==> src/rtl/usb_stream_pkg.sv <==
// Shared definitions for the USB data stream.
// Holds the tag/abort marker words, the legacy stream words used by the
// S-curve readout, and the write-arbiter state encoding.
package usb_stream_pkg;

    localparam logic [7:0]  TAG_BYTE        = 8'h54;
    localparam logic [15:0] ABORT_WORD      = 16'hFFAB;
    localparam logic [15:0] SCURVE_HDR_WORD = 16'h5343;
    localparam logic [15:0] STREAM_END_WORD = 16'hFF45;

    typedef enum logic [1:0] {
        IDLE,
        TAG,
        XFER,
        ABORT
    } arb_state_t;

    // Tag word announcing which source owns the packet that follows.
    function automatic logic [15:0] tag_word(input logic [3:0] id);
        return {TAG_BYTE, 4'h0, id};
    endfunction

endpackage

==> src/rtl/rr_priority_picker.sv <==
// Round-robin priority picker (purely combinational).
// The first requesting source strictly after ptr wins, wrapping around, so
// the source at ptr itself is considered last.
// Ports:
//   req    in   NUM_REQ  request vector
//   ptr    in   4        index of the previous winner
//   grant  out  NUM_REQ  one-hot winner (all zero when no request)
//   idx    out  4        index of the winner (0 when no request)
module rr_priority_picker #(
    parameter int NUM_REQ = 3
) (
    input  logic [NUM_REQ-1:0] req,
    input  logic [3:0]         ptr,
    output logic [NUM_REQ-1:0] grant,
    output logic [3:0]         idx
);

    logic found;

    // Two passes: first the sources above the pointer, then the wrap-around
    // part from 0 up to and including the pointer.
    always_comb begin
        grant = '0;
        idx   = '0;
        found = 1'b0;
        for (int i = 0; i < NUM_REQ; i++) begin
            if (!found && req[i] && (4'(i) > ptr)) begin
                found    = 1'b1;
                grant[i] = 1'b1;
                idx      = 4'(i);
            end
        end
        for (int i = 0; i < NUM_REQ; i++) begin
            if (!found && req[i] && (4'(i) <= ptr)) begin
                found    = 1'b1;
                grant[i] = 1'b1;
                idx      = 4'(i);
            end
        end
    end

endmodule

==> src/rtl/usb_fifo_write_arbiter.sv <==
// Packet-atomic round-robin arbiter sharing the USB data FIFO write port
// between NUM_REQ producers. Optionally prepends a source tag word to each
// packet, and a stall watchdog releases the port from a hung source by
// writing an abort marker.
// Ports:
//   Clk, reset_n           clock, synchronous active-low reset
//   req_valid/data/last    per-source word stream (source i on data[16*i+:16])
//   req_ready              per-source accept, only the owner can be ready
//   usb_data_fifo_full     prog-full from the FIFO (>=2 slots still free)
//   usb_data_fifo_wr_en    write strobe, one per word
//   usb_data_fifo_wr_din   write data
//   grant_id, busy         current owner / packet in progress
//   abort_pulse            one-cycle pulse with the abort marker write
//
// state | meaning
// IDLE  | port free; arbitrate among valid sources
// TAG   | owner granted; write the tag word when FIFO not full
// XFER  | forward owner words with one cycle of registered latency
// ABORT | watchdog fired; write the abort marker when FIFO not full
module usb_fifo_write_arbiter
    import usb_stream_pkg::*;
#(
    parameter int NUM_REQ   = 3,
    parameter int TAG_EN    = 1,
    parameter int TIMEOUT   = 4095,
    parameter int TIMEOUT_W = 12
) (
    input  logic                   Clk,
    input  logic                   reset_n,
    input  logic [NUM_REQ-1:0]     req_valid,
    input  logic [16*NUM_REQ-1:0]  req_data,
    input  logic [NUM_REQ-1:0]     req_last,
    output logic [NUM_REQ-1:0]     req_ready,
    input  logic                   usb_data_fifo_full,
    output logic                   usb_data_fifo_wr_en,
    output logic [15:0]            usb_data_fifo_wr_din,
    output logic [3:0]             grant_id,
    output logic                   busy,
    output logic                   abort_pulse
);

    localparam logic [TIMEOUT_W-1:0] WD_LOAD = TIMEOUT_W'(TIMEOUT);

    arb_state_t           state;
    logic [3:0]           rr_ptr;
    logic [TIMEOUT_W-1:0] wd_cnt;

    logic [NUM_REQ-1:0]   pick_grant;
    logic [3:0]           pick_idx;
    logic                 pick_any;

    logic                 own_valid;
    logic                 own_last;
    logic [15:0]          own_data;
    logic                 accept;

    rr_priority_picker #(
        .NUM_REQ (NUM_REQ)
    ) u_picker (
        .req   (req_valid),
        .ptr   (rr_ptr),
        .grant (pick_grant),
        .idx   (pick_idx)
    );

    assign pick_any = |pick_grant;

    always_comb begin
        own_valid = 1'b0;
        own_last  = 1'b0;
        own_data  = '0;
        for (int i = 0; i < NUM_REQ; i++) begin
            if (grant_id == 4'(i)) begin
                own_valid = req_valid[i];
                own_last  = req_last[i];
                own_data  = req_data[16*i +: 16];
            end
        end
    end

    // Ready follows full combinationally; the word already registered for
    // writing is absorbed by the prog-full margin.
    always_comb begin
        req_ready = '0;
        if (state == XFER && !usb_data_fifo_full) begin
            for (int i = 0; i < NUM_REQ; i++) begin
                if (grant_id == 4'(i)) begin
                    req_ready[i] = 1'b1;
                end
            end
        end
    end

    assign accept = (state == XFER) && !usb_data_fifo_full && own_valid;

    always_ff @(posedge Clk) begin
        if (!reset_n) begin
            state                <= IDLE;
            rr_ptr               <= 4'(NUM_REQ - 1);
            wd_cnt               <= WD_LOAD;
            grant_id             <= '0;
            busy                 <= 1'b0;
            usb_data_fifo_wr_en  <= 1'b0;
            usb_data_fifo_wr_din <= '0;
            abort_pulse          <= 1'b0;
        end else begin
            usb_data_fifo_wr_en <= 1'b0;
            abort_pulse         <= 1'b0;
            case (state)
                IDLE: begin
                    if (pick_any) begin
                        grant_id <= pick_idx;
                        rr_ptr   <= pick_idx;
                        busy     <= 1'b1;
                        wd_cnt   <= WD_LOAD;
                        state    <= (TAG_EN != 0) ? TAG : XFER;
                    end
                end
                TAG: begin
                    if (!usb_data_fifo_full) begin
                        usb_data_fifo_wr_en  <= 1'b1;
                        usb_data_fifo_wr_din <= tag_word(grant_id);
                        state                <= XFER;
                    end
                end
                XFER: begin
                    if (accept) begin
                        usb_data_fifo_wr_en  <= 1'b1;
                        usb_data_fifo_wr_din <= own_data;
                        wd_cnt               <= WD_LOAD;
                        if (own_last) begin
                            busy  <= 1'b0;
                            state <= IDLE;
                        end
                    end else if (!own_valid && !usb_data_fifo_full) begin
                        // Down-counter: terminal count reached on the
                        // TIMEOUT-th silent cycle; full-stall cycles are
                        // not the source's fault and are not counted.
                        if (wd_cnt <= TIMEOUT_W'(1)) begin
                            state <= ABORT;
                        end else begin
                            wd_cnt <= wd_cnt - 1'b1;
                        end
                    end
                end
                ABORT: begin
                    if (!usb_data_fifo_full) begin
                        usb_data_fifo_wr_en  <= 1'b1;
                        usb_data_fifo_wr_din <= ABORT_WORD;
                        abort_pulse          <= 1'b1;
                        busy                 <= 1'b0;
                        state                <= IDLE;
                    end
                end
                default: state <= IDLE;
            endcase
        end
    end

endmodule

==> config.mk <==
export PLATFORM = sky130hd
export DESIGN_NAME = usb_fifo_write_arbiter
export DESIGN_NICKNAME = d
export VERILOG_FILES = /design/src/rtl/usb_stream_pkg.sv /design/src/rtl/rr_priority_picker.sv /design/src/rtl/usb_fifo_write_arbiter.sv
export SDC_FILE = /design/constraint.sdc
export NUM_CORES = 1
export LEC_CHECK = 0
export BUFFER_PORTS_ARGS = -buffer_cell sky130_fd_sc_hd__buf_2
export CORE_MARGIN = 4
export CORE_UTILIZATION = 45
export CTS_CLUSTER_DIAMETER = 80
export DETAILED_ROUTE_END_ITERATION = 10
export GPL_TIMING_DRIVEN = 0
export PLACE_DENSITY = 0.76
export RECOVER_POWER = 50
export SLEW_MARGIN = 40
export SYNTH_ARGS = -nofsm -noshare
export SYNTH_HDL_FRONTEND = slang
export SYNTH_SLANG_ARGS = --single-unit
==> constraint.sdc <==
create_clock -name Clk -period 1.9 [get_ports Clk]
set_clock_uncertainty 0.1 [all_clocks]
set_input_delay 0.095 -clock Clk [delete_from_list [all_inputs] [get_ports Clk]]
set_output_delay 0.095 -clock Clk [all_outputs]
set_load 0.01 [all_outputs]
==> metrics <==
outcome=finished with violations; Iteration-0 DRC Markers=224; number of flops mapped to enable cells by yosys=0; Nets=439; HPWL after DPL=5610 um; WL final=7830 um; clock-pin slew on the worst setup and hold paths=0.07 ns; Synth Cell Area=0.00239 mm^2; routability congestion estimate=0.870; H-tree Lvls=2; period utilization=101%; Synth Register Bits=36; CP Launch Type=register; unrepaired setup endpoints after global routing=true; GR Overflow Total=0; Max Freq=523 MHz; ANT cells=0; CTS tree=built; Synth Area in Simple Gates=19.4%; post-layout min period=1.91 ns; Post-DRT Antenna Nets=0; Die X=80.8 um; fin util=62.6%; Worst EP required=1.98 ns; largest net degree at the start of global routing=12; via-per-instance ratio=6.08; Max clock buf depth=2; Setup CP Type=reg -> reg; MaxCap Viol Count=0; Initial Util=46.4%; Leak=1.29 nW; Std-Cell Rows=26; pre-CTS setup slack=-0.232 ns; combined area of the multi-input logic cells=0.00161 mm^2; initial antenna violation count=0; Synth area leaders=dfxtp_1 (30%), mux2i_1 (7.1%), a21oi_1 (6.5%), nand4_1 (4.2%), a221o_1 (3.8%); Worst Slack Setup Final=-0.0117 ns; Setup Viol. Count Final=1; DIE AREA=0.00653 mm^2; IO buf count=79; mux share of post-synthesis cell area=11.5%; YS warnings=0; vias in the first global route=2564; IO Pins=83; synthesized-area fraction occupied by adder cells=1.05%; cell accounting for the most synthesized area=dfxtp_1; setup tns final=-0.0117 ns; layout cells sized above 1=35.2%; worst hold-check path type=in -> reg; drt drc=0; first-pass iteration count of the detailed router=5; Final Hold Viols=0; Post-Synth XOR/XNOR Area=0%; core area=0.00514 mm^2; via count=2743; failing checks=negative setup slack; worst-margin pin slew=0.592 ns; Die H=80.8 um; synth unique cells=51; WP data arrival=2.00 ns; drt wl/cell=17.4 um; Avg Cell Area, Syn=8.32 um^2; Layout area overhead=34.8%; Top FF cell, synth=dfxtp_1; largest family of logic cells by synthesized area=compound AO/OA/AOI/OAI gates; CP max FO=10; GRT Resource Usage Total=24.2%; post-synthesis sequential area ratio=30.2%; worst skew pair latency=0.29 ns; Synth top area share=30.2%; Peak VDD IR=0.616 mV; PnR Total Power=3.17 mW; first-pass GRT wire length=12500 um; Post-Synthesis Cells=287; fillers=480; Compound-Gate Fraction of Synth Area=29.5%; relative slew slack=60.5%; Final Max Slew Viols=0; Reg area=732 um^2; async set or reset register ratio after synthesis=0%; CTS root buffer=clkbuf_8; CP Capture Type=register; cell area power density=984 mW/mm^2; total clock sinks=36; TritonCTS Buffers=5
cell type report:
| type | instances | share of cell area (%) |
|---|---|---|
| multi-input combinational | 209 | 50.1 |
| buffer | 30 | 6.03 |
| tap | 70 | 2.72 |
| timing repair buffer | 87 | 13.8 |
| inverter | 11 | 1.32 |
| clock inverter | 2 | 1.09 |
| clock buffer | 6 | 2.26 |
| sequential | 36 | 22.7 |
layer usage:
layer  vias up  GRT usage, %  part of all wire (%)
met4         0          8.61                   1.8
met2       132          40.1                    48
li1       1296             -                     -
met1      1298          31.6                    43
met3        17          3.99                   7.7
met5         -             0                     0
repair_timing:
| item | 4_1_cts | 5_1_grt |
|---|---|---|
| endpoints found under the setup margin | 35 | 15 |
| pin swaps | 5 | 4 |
| hold buffers | 0 | 0 |
| buffers inserted | 5 | 3 |
| resized for setup | 33 | 26 |
worst max-delay path: stages (launching register included):
cell and delay (ns):
dfxtp_1 0.36, buf_6 0.17, mux2i_4 0.29, o311a_1 0.19
buf_6 0.17, buf_6 0.16, nand3_1 0.09, mux2_4 0.27
cell families after synthesis:
group / after synthesis
buffers and inverters: 43
flip-flops: 36
multiplexers: 26
AO/OA/AOI/OAI: 97
AND/OR/NAND/NOR: 82
other: 1
adder cells (fa/ha/maj): 2
final timing paths:
kind	startpoint	to	slack, ns	cells after the start
min reg2reg	usb_data_fifo_wr_din[9]	usb_data_fifo_wr_din[9]	0.38	2
min	req_data[28]	usb_data_fifo_wr_din[12]	0.05	3
max reg2reg	grant_id[1]	wd_cnt[1]	-0.01	7
max	grant_id[1]	wd_cnt[1]	-0.01	7
cells in the mapped netlist, types with 3 or more instances:
library cell,count
nand4_1,16
o311a_1,3
nor2b_1,3
a21oi_1,31
o2bb2ai_1,6
nand2b_1,3
nand3_1,3
clkbuf_1,18
o211a_1,7
nor3_1,11
buf_4,4
nand2_1,14
buf_1,4
buf_2,4
nor2_1,14
inv_1,9
mux2_2,8
a211oi_1,9
a221o_1,9
mux2i_1,17
o21ai_0,15
nor4_1,5
dfxtp_1,36
a311oi_1,3
metrics by stage:
stage	hold WS [ns]	cell area, um^2	cells
floorplan	0.160	2400	288
global placement	0.334	2880	437
detailed placement	0.334	2880	437
CTS	0.0558	3130	449
global route	0.0646	3220	451
finish	0.0468	3220	451
power by group:
part / total [mW] / switching, mW / internal (mW)
Combinational: 1.57 / 0.936 / 0.638
Sequential: 0.925 / 0.0726 / 0.852
Clock: 0.668 / 0.279 / 0.389
registers in the layout, summed over array words and instances, names as in the netlist:
signal                flops
abort_pulse               1
busy                      1
grant_id                  1
rr_ptr                    2
state                     2
usb_data_fifo_wr_din     16
usb_data_fifo_wr_en       1
wd_cnt                   12
cell usage in the layout (no fill, tap or decap), drive strengths merged, types with 7 or more instances in the layout:
cell type	netlist	routed
dfxtp	36	36
o211a	7	7
nor3	11	11
o21ai	15	15
mux2i	17	17
a221o	9	9
nand2	14	14
mux2	9	9
clkbuf	18	44
a211oi	9	9
a21oi	32	32
nand4	16	16
buf	14	79
nor2	14	14
inv	9	9
No activity file was read; power rests on OpenSTA's default activity.
